$ cat config.mk
export PLATFORM = sky130hd
export DESIGN_NAME = snake_step_ctrl
export DESIGN_NICKNAME = d
export VERILOG_FILES = /design/src/rtl/snake_pkg.sv /design/src/rtl/snake_step_ctrl_prescaler.sv /design/src/rtl/snake_step_ctrl.sv
export SDC_FILE = /design/constraint.sdc
export NUM_CORES = 1
export LEC_CHECK = 0
export ABC_CLOCK_PERIOD_IN_PS = 31100
export BUFFER_PORTS_ARGS = -buffer_cell sky130_fd_sc_hd__buf_4
export CORE_MARGIN = 1
export CORE_UTILIZATION = 55
export DETAILED_ROUTE_END_ITERATION = 10
export PLACE_DENSITY = 0.73
export SETUP_SLACK_MARGIN = 0.1
export SYNTH_ARGS = -nofsm -noshare
export SYNTH_HDL_FRONTEND = slang
export SYNTH_SLANG_ARGS = --single-unit
$ cat constraint.sdc
create_clock -name clk -period 31.1 [get_ports clk]
set_input_delay 1.555 -clock clk [delete_from_list [all_inputs] [get_ports clk]]
set_output_delay 1.555 -clock clk [all_outputs]
set_load 0.02 [all_outputs]
$ cat src/rtl/snake_pkg.sv
// Shared types and helpers for the LED-snake step controller.
package snake_pkg;

  typedef enum logic [1:0] {
    IDLE = 2'd0,
    RUN  = 2'd1,
    HOLD = 2'd2
  } state_e;

  localparam int unsigned N_DEF     = 24;
  localparam int unsigned POS_W_DEF = 5;
  localparam int unsigned MOD_W     = 16;

  // (pos + delta) mod n for pos < n and delta <= n, using one extra bit and a
  // single conditional subtract so non-power-of-two rings wrap correctly.
  function automatic logic [MOD_W-1:0] mod_add(input logic [MOD_W-1:0] pos,
                                               input logic [MOD_W-1:0] delta,
                                               input logic [MOD_W-1:0] n);
    logic [MOD_W:0] s;
    s = {1'b0, pos} + {1'b0, delta};
    if (s >= {1'b0, n}) s = s - {1'b0, n};
    return s[MOD_W-1:0];
  endfunction

endpackage

$ cat src/rtl/snake_step_ctrl_prescaler.sv
// Step prescaler: counts 0..STEP_DIV-1 while enabled, holds otherwise.
module step_prescaler #(
  parameter int unsigned STEP_DIV = 1000000
) (
  input  logic clk,
  input  logic rst,
  input  logic en,
  input  logic clr,
  output logic tick
);

  localparam int unsigned   CW   = (STEP_DIV > 1) ? $clog2(STEP_DIV) : 1;
  localparam logic [CW-1:0] LAST = CW'(STEP_DIV - 1);

  logic [CW-1:0] cnt_q, cnt_d;

  always_comb begin
    cnt_d = cnt_q;
    if (clr)     cnt_d = '0;
    else if (en) cnt_d = (cnt_q == LAST) ? '0 : cnt_q + CW'(1);
  end

  assign tick = en && !clr && (cnt_q == LAST);

  always_ff @(posedge clk) begin
    if (rst) cnt_q <= '0;
    else     cnt_q <= cnt_d;
  end

endmodule

$ cat src/rtl/snake_step_ctrl.sv
// LED-snake controller: start/pause/stop FSM, head stepping, tail and mask.
module snake_step_ctrl
  import snake_pkg::*;
#(
  parameter int unsigned N        = N_DEF,
  parameter int unsigned POS_W    = POS_W_DEF,
  parameter int unsigned STEP_DIV = 1000000
) (
  input  logic             clk,
  input  logic             rst,
  input  logic             start,
  input  logic             stop,
  input  logic             dir,
  input  logic [POS_W-1:0] len_in,
  output logic [POS_W-1:0] head,
  output logic [POS_W-1:0] tail,
  output logic [N-1:0]     led_mask,
  output logic             step,
  output logic             lap,
  output logic             busy
);

  localparam logic [MOD_W-1:0] NW = MOD_W'(N);

  state_e           state_q, state_d;
  logic [POS_W-1:0] head_q, head_d, tail_q, tail_d;
  logic [POS_W-1:0] len_m1_q, len_m1_d, len_m1_start, head_step;
  logic [N-1:0]     mask_q, mask_d;
  logic             dir_q, dir_d, step_q, step_d, lap_q, lap_d, busy_q, busy_d;
  logic             pre_en, pre_clr, tick;

  // Set every position whose ring distance from lo (incrementing) is <= len_m1.
  function automatic logic [N-1:0] span_mask(input logic [POS_W-1:0] lo,
                                             input logic [POS_W-1:0] len_m1);
    logic [N-1:0] m;
    m = '0;
    for (int unsigned i = 0; i < N; i++) begin
      if (mod_add(MOD_W'(i), NW - MOD_W'(lo), NW) <= MOD_W'(len_m1)) m[i] = 1'b1;
    end
    return m;
  endfunction

  assign pre_en  = (state_q == RUN) && !stop;
  assign pre_clr = ((state_q == IDLE) && start && !stop) || ((state_q == HOLD) && stop);

  step_prescaler #(.STEP_DIV(STEP_DIV)) u_prescaler (
    .clk  (clk),
    .rst  (rst),
    .en   (pre_en),
    .clr  (pre_clr),
    .tick (tick)
  );

  assign len_m1_start = (len_in == '0)                ? '0 :
                        (MOD_W'(len_in) > NW)         ? POS_W'(N - 1) :
                                                        len_in - POS_W'(1);
  assign head_step    = dir ? POS_W'(mod_add(MOD_W'(head_q), NW - MOD_W'(1), NW))
                            : POS_W'(mod_add(MOD_W'(head_q), MOD_W'(1), NW));

  always_comb begin
    state_d  = state_q;
    head_d   = head_q;
    dir_d    = dir_q;
    len_m1_d = len_m1_q;
    step_d   = 1'b0;
    lap_d    = 1'b0;
    unique case (state_q)
      IDLE: if (start && !stop) begin
        state_d  = RUN;
        len_m1_d = len_m1_start;
        head_d   = len_m1_start;
        dir_d    = 1'b0;
      end
      RUN: begin
        if (stop) state_d = HOLD;
        else if (tick) begin
          dir_d  = dir;
          head_d = head_step;
          step_d = 1'b1;
          lap_d  = dir ? (head_q == '0) : (head_q == POS_W'(N - 1));
        end
      end
      HOLD: begin
        if (stop)       state_d = IDLE;
        else if (start) state_d = RUN;
      end
      default: state_d = IDLE;
    endcase
    // Tail and mask are derived from the next head/dir so they land with it.
    if (state_d == IDLE) begin
      head_d = '0;
      dir_d  = 1'b0;
      tail_d = '0;
      mask_d = '0;
      busy_d = 1'b0;
    end else begin
      tail_d = dir_d ? POS_W'(mod_add(MOD_W'(head_d), MOD_W'(len_m1_d), NW))
                     : POS_W'(mod_add(MOD_W'(head_d), NW - MOD_W'(len_m1_d), NW));
      mask_d = span_mask(dir_d ? head_d : tail_d, len_m1_d);
      busy_d = 1'b1;
    end
  end

  always_ff @(posedge clk) begin
    if (rst) begin
      state_q  <= IDLE;
      head_q   <= '0;
      tail_q   <= '0;
      len_m1_q <= '0;
      mask_q   <= '0;
      dir_q    <= 1'b0;
      step_q   <= 1'b0;
      lap_q    <= 1'b0;
      busy_q   <= 1'b0;
    end else begin
      state_q  <= state_d;
      head_q   <= head_d;
      tail_q   <= tail_d;
      len_m1_q <= len_m1_d;
      mask_q   <= mask_d;
      dir_q    <= dir_d;
      step_q   <= step_d;
      lap_q    <= lap_d;
      busy_q   <= busy_d;
    end
  end

  assign head     = head_q;
  assign tail     = tail_q;
  assign led_mask = mask_q;
  assign step     = step_q;
  assign lap      = lap_q;
  assign busy     = busy_q;

endmodule

**Word-level counts from Yosys, hierarchy flattened**

Index checks and enable logic that the tools add are counted.

- Bitwise gates (word level): 2
- Div/mod/pow operators: 0
- Shift operators: 0
- Mux-type cells: 101
- Add/sub/neg operators: 59
- Eq/ne operators: 4
- Order comparisons: 53
- Multiply operators: 0
- Reduce and logical (&&, ||, !) cells: 18

Operators by type and width:

| kind | count |
|---|---|
| 2-to-1 mux 16 bit | 48 |
| greater-or-equal comparator 17 x 5 -> 1 bit (second input constant) | 24 |
| less-or-equal comparator 16 x 5 -> 1 bit | 24 |
| subtractor 16 x 5 -> 16 bit (second input constant) | 24 |
| adder 4 x 16 -> 17 bit (first input constant) | 8 |
| adder 5 x 16 -> 17 bit (first input constant) | 8 |
| 2-to-1 mux 5 bit | 15 |
| adder 3 x 16 -> 17 bit (first input constant) | 4 |
| adder 2 x 16 -> 17 bit (first input constant) | 2 |
| 2-to-1 mux 1 bit | 30 |
| adder 20 x 1 -> 20 bit (second input constant) | 1 |
| equality test 20 bit (second input constant) | 1 |
| 2-to-1 mux 20 bit | 1 |
| subtractor 5 bit (second input constant) | 4 |
| greater-or-equal comparator 6 x 5 -> 1 bit (second input constant) | 3 |
| adder 1 x 16 -> 17 bit (first input constant) | 1 |
| adder 5 x 16 -> 17 bit | 1 |
| greater-or-equal comparator 16 x 5 -> 1 bit (second input constant) | 1 |
| subtractor 5 x 5 -> 6 bit (first input constant) | 2 |
| logical NOT 5 bit | 2 |
| one-hot mux 5 bit (2 select lines) | 1 |
| 2-to-1 mux 2 bit | 4 |
| logical AND 1 bit | 7 |
| adder 5 x 1 -> 6 bit (second input constant) | 1 |
| other kinds (16) | 20 |

- Memories kept: 0
- Latch bits: 0
- Output and inout bits: 37
- ROM bits: 0
- RAM bits: 0
- Register bits: 65

**Depth between registers and ports, before layout**

Gate-level depths: netlist (run 1).

- Depth in word-level cells: 23
- Mapped depth: 45

**Modules after synthesis**

Synthesis (run 1) repeated with hierarchy kept, for this count alone.

- Cells, all modules: 1542
- Area total of the unflattened synthesis: 11479.8 µm²

Modules (own cells, without submodules):

| module | sequential area each (µm²) | times used | cells an instance | area each (µm²) |
|---|---|---|---|---|
| snake_step_ctrl | 900.9 | 1 | 1438 | 10505.1 |
| step_prescaler | 400.4 | 1 | 104 | 974.7 |

**Least setup slack after synthesis (run 1)**

OpenSTA, ideal clock, no wires.

- Path type: input -> register
- From: input stop
- To: register mask_q[1], in the netlist led_mask[1]
- Arrival time: 12.339 ns
- Stages on the path: 33
- Setup slack: 18.702 ns
- Buffers on the path: 4
- Cell sequence: clkbuf_1 nor4b_1 mux2i_1 xnor2_1 ha_1 o21ai_0 o21bai_1 a21oi_1 or3_1 ha_1 or4b_1 or4_4 nand2b_1 o22a_1 a2111oi_2 o21ai_1 nand2_4 clkbuf_1 clkbuf_1 buf_1 ha_1 nor2b_1 o21ai_0 nor4b_2 nand3_1 nor2_1 mux2_2 ha_1 a21oi_1 a31oi_1 or4b_2 a2111oi_1 o211a_1

- Word-level cells in the longest chain between the ends: 22
- Elaborated cells on any way between the ends: 45
- Those cells by class: add/sub (8); order compare (4); mux (22); reduce/logical (11)

RTL lines:

| what | line | source |
|---|---|---|
| start, declared | snake_step_ctrl.sv:12 | `input logic stop,` |
| parallel branches: the longest is 22 deep, another holds adder 5 x 16 -> 17 bit | n/a |  |
| end signal, assigned | snake_step_ctrl.sv:120 | `mask_q <= mask_d;` |
| end, declared | snake_step_ctrl.sv:28 | `logic [N-1:0] mask_q, mask_d;` |

Several ways; the timed one is not identified. The select of a mux whose other input is x is not followed.
A chain may end at the register's enable or synchronous reset.

**Worst setup path after layout (run 1)**

Same ends and word-level chain as after synthesis.

==> flow_summary.yaml, run 1 <==
placement:
  portBuffers: 46
  place.gp.congestion: 1.02
  dp_hpwl_um: 27500
setup_path:
  critical_path_class: "in -> reg"
  cp.arrival_ps: 12600
  path_max_fanout: 20
  cp-start-kind: "input port"
  timing.reg2reg.setup_slack_ps: 19700
  crit_path_frequent_cell: "ha_1"
  slowest_delay_ps: 850
  required_ps: 31400
  end_kind: "flop"
  slowest_stage: "or4b_1"
outcome:
  status: "completed"
clocking:
  clk_pin_slew_ps: 70
  cts_tree: "done"
  post_cts_buffers: 0
  clk_latency_ps: 370
  cts_root_buf: "clkbuf_16"
  cts_inserted_buffers: 9
  cts_sinks: 65
  cts_hold_buf: 0
  cts.htree.levels: 3
  cts_resized: 0
  cts_buffer_depth: 2
timing:
  fmax_ghz: 0.0813
  max-slew-margin-rel: 0.361
  slew_violations: 0
  fin_crit_sh: 0.396
  worst_pin_slew_ps: 934
  tns_ps: 0
  clock_skew_ps: 12.7
  setup_viol: 0
  rsz0062_at_grt: "no"
  min_period_ps: 12300
  finalHoldViolCount: 0
drt:
  via_count: 12200
  drt-total-wl_um: 37000
  wl_per_cell_um: 20.5
  antenna_left: 0
  dr.pass1.iters: 6
  met3_length_um: 3260
  dr.max_layer_used: "met4"
  wl_met1_um: 14800
  viasPerCell: 6.75
  drtIter0Drc: 1069
  drcViolationCount: 0
  met2_length_um: 16400
floorplan:
  die_x_um: 147
  die_area_mm2: 0.0217
  pin_count: 47
  coreArea_mm2: 0.0205
  rows: 52
  initial_core_util: 0.567
  die_h_um: 147
logic_synthesis:
  yosysUniqueCellTypes: 112
  synth_seq_cells: 65
  syn_area_mm2: 0.0116
  synth-main-ff-cell: "dfxtp_1"
  synth_enable_flop_cells: 0
  synth_nets: 1727
  yosysTopAreaCellShare: 0.208
  yosysSeqAreaShare: 0.112
  synth_cells: 1522
  synth_top_cell_by_area: "ha_1"
  ys_warn_count: 0
  avgSynthCellArea_um2: 7.63
  async_flop_share: 0
  synth_area_leaders: "ha_1 (21%), dfxtp_1 (11%), a21oi_1 (5.2%)"
final_layout:
  fin_nets: 1736
  area_growth_pct: 7.34
  layout-drive-gt1-share: 0.112
job:
  cap_violations: 0
grt:
  overflow: 0
  grt_pass1_wl_um: 59100
  grt_antenna_before_repair: 0
  grt_pass1_vias: 11500
  groute.usage.overall: 0.342
  grt_max_degree: 50
hold_path:
  hold_path.class: "reg -> reg"
## cell usage after synthesis (8+ instances only)
cell	count
ha_1	193
nor2_1	139
a21oi_1	120
nand2_1	105
inv_1	75
dfxtp_1	65
o21ai_0	63
xnor2_1	60
nor3_1	48
a21o_1	43
nand3_1	42
a31oi_1	40
clkbuf_1	38
nand2b_1	29
and3_1	26
nor2b_1	19
nand4_1	18
xor2_1	17
o21a_1	16
a211oi_1	15
buf_2	14
nor4_1	14
a2111oi_0	13
and2_1	12
mux2_2	12
o211ai_1	12
or3_1	11
a211o_1	10
nor3b_1	10
o31ai_1	9
or2_2	9
o211a_1	8
o21ai_1	8
## placed cells by master (no fill, tap or decap), types with 8 or more instances in the layout
cell type  instances
a2111oi_0         13
a211o_1           10
a211oi_1          15
a21o_1            43
a21oi_1          119
a31oi_1           40
and2_1            12
and3_1            26
buf_4             63
clkbuf_16          9
dfxtp_1           65
ha_1             193
inv_1             74
mux2_2            12
nand2_1          105
nand2b_1          29
nand3_1           42
nand4_1           18
nor2_1           138
nor2b_1           19
nor3_1            48
nor3b_1           10
nor4_1            14
o211a_1            8
o211ai_1          12
o21a_1            16
o21ai_0           63
o21ai_1            8
o31ai_1            9
or2_2              9
or3_1             11
xnor2_1           60
xor2_1            17
## through the flow
step           std cells  utilization  setup slack [ps]  hold WS (ps)  cell area, um2
4_1_cts             1806        0.608             19020           521           12500
5_1_grt             1806        0.608             18240           550           12500
2_1_floorplan       1522            -             18700           472           11600
3_3_place_gp        1790        0.593             19090           490           12200
3_5_place_dp        1790        0.593             18720           504           12200
6_report            1807        0.608             18800           522           12500
## worst paths after layout
kind	startpoint	end	cells past startpoint
worst max-delay path	stop	led_mask[1]	36
worst min-delay path	u_prescaler.cnt_q[5]	u_prescaler.cnt_q[5]	2
worst max register to register	state_q[1]	led_mask[1]	35
worst min register to register	u_prescaler.cnt_q[5]	u_prescaler.cnt_q[5]	2
## layer usage
metal  global-route usage  vias to the layer above
met1                0.414                     5629
met4                0.246                        0
li1                     -                     5734
met5                    0                        -
met3               0.0643                      177
met2                0.544                      656
## registers in the layout, indices dropped and copies added (netlist names)
register	count
busy	1
dir_q	1
head	5
lap	1
led_mask	24
len_m1_q	5
state_q	2
step	1
tail	5
u_prescaler.cnt_q	20
## cell type report
type	instances	area, um2
antenna	1	2.50
clock inverter	7	83.8
timing repair buffer	63	473
clock buffer	9	225
multi-input combinational	1307	9710
sequential	65	1300
inverter	85	327
tap	270	338
fill	1864	8030
## worst max-delay path, delay by kind of cell
kind            cells  cell delay [ps]
compound gates     12             2690
xor+xnor            2              850
fa+ha+maj           6             2290
buf+inv             2              380
mux                 1              370
simple gates       13             4420
## cells by family after synthesis
group                    synth area share
buffers and inverters              0.0536
multiplexers                       0.0206
AO/OA/AOI/OAI                       0.277
XOR/XNOR                           0.0724
flip-flops                          0.112
adder cells (fa/ha/maj)             0.211
AND/OR/NAND/NOR                     0.253
Power of run 1 is left out: the tool's default activity adds up to more than one toggle a clock period on the data nets, which glitch-free logic cannot reach.
==> inputs of run 2 (changes only) <==
ABC_CLOCK_PERIOD_IN_PS = 11400   (was 31100)
clock period = 11.4 ns   (was 31.1 ns; I/O delays follow)
==> flow_summary.yaml, run 2 (same netlist as run 1, synthesis figures left out) <==
outcome:
  status: "completed"
clocking:
  cts_sinks: 65
  cts_hold_buf: 0
  clk_latency_ps: 360
  cts_buffer_depth: 2
  cts_tree: "done"
  cts_inserted_buffers: 9
  cts_resized: 0
  clk_pin_slew_ps: 70
  cts.htree.levels: 3
  post_cts_buffers: 0
  cts_root_buf: "clkbuf_16"
setup_path:
  required_ps: 11620
  worst-path-buf-inv: 1
  cp-start-kind: "flop"
  slowest_delay_ps: 860
  cp.arrival_ps: 10950
  path_max_fanout: 20
  slowest_stage: "or4b_1"
  critical_path_class: "reg -> reg"
  crit_path_frequent_cell: "ha_1"
  cp_top_family: "simple AND/OR/NAND/NOR gates"
  end_kind: "flop"
placement:
  place.gp.congestion: 0.979
  placed_cells: 1797
  portBuffers: 46
  dp_hpwl_um: 27200
floorplan:
  die_x_um: 147
  rows: 52
  coreArea_mm2: 0.0205
  die_area_mm2: 0.0217
  die_h_um: 147
  pin_count: 47
  initial_core_util: 0.567
timing:
  slew_violations: 0
  max-slew-margin-rel: 0.291
  tns_ps: 0
  fin_crit_sh: 0.941
  min_period_ps: 10730
  fmax_ghz: 0.0932
  setup_viol: 0
  worst_pin_slew_ps: 1040
  clock_skew_ps: 16.2
  rsz0062_at_grt: "no"
  finalHoldViolCount: 0
drt:
  antenna_left: 0
  drtIter0Drc: 953
  drcViolationCount: 0
  dr.pass1.iters: 6
  wl_per_cell_um: 20.3
  drt-total-wl_um: 36800
  viasPerCell: 6.64
  via_count: 12000
final_layout:
  fillCellCount: 1861
  final_common_cell: "ha_1"
  layout-drive-gt1-share: 0.116
  layoutNonFillerInstCount: 1813
  final_cell_mix: "ha_1 (193), nor2_1 (138), a21oi_1 (119)"
  largest_reg_flops: 24
  seqCellArea_mm2: 0.00130
  fin_nets: 1743
  area_growth_pct: 7.51
  multi_input_area_mm2: 0.00971
  antenna_cells: 0
grt:
  grt_max_degree: 45
  groute.usage.overall: 0.337
  overflow: 0
  grt_pass1_vias: 11100
  grt_pass1_wl_um: 58400
  grt_antenna_before_repair: 0
job:
  cap_violations: 0
hold_path:
  hold_path.class: "in -> reg"
run 2: final cells by class:
type / count / share of cell area
clock inverter: 7 / 0.00431
sequential: 65 / 0.104
multi-input combinational: 1307 / 0.778
tap: 270 / 0.0271
timing repair buffer: 70 / 0.0421
clock buffer: 9 / 0.0180
inverter: 85 / 0.0262
run 2: metrics by stage:
step / cell area [um2] / utilization / hold WS [ps] / worst slack [ps]
finish: 12500 / 0.609 / 473 / 669
global route: 12500 / 0.609 / 472 / 101
CTS: 12500 / 0.609 / 466 / 836
detailed placement: 12200 / 0.596 / 508 / 579
global placement: 12200 / 0.596 / 488 / 745
floorplan: 11600 / - / 472 / 295
run 2: path summary, 6_finish.rpt:
check	from	endpoint	slack, ps	depth (start not counted)
min reg2reg	u_prescaler.cnt_q[14]	u_prescaler.cnt_q[14]	520	2
min	rst	len_m1_q[2]	470	2
max	state_q[1]	led_mask[23]	670	36
max reg2reg	state_q[1]	led_mask[23]	670	36
run 2: layer usage:
metal  up-vias  track usage  routed length [um]
li1       5746            -                   -
met1      5623        0.429               15500
met2       553        0.556               16700
met3       117       0.0506                2900
met4         0        0.163                1710
met5         -            0                   0
Power of run 2 is left out for the same reason.
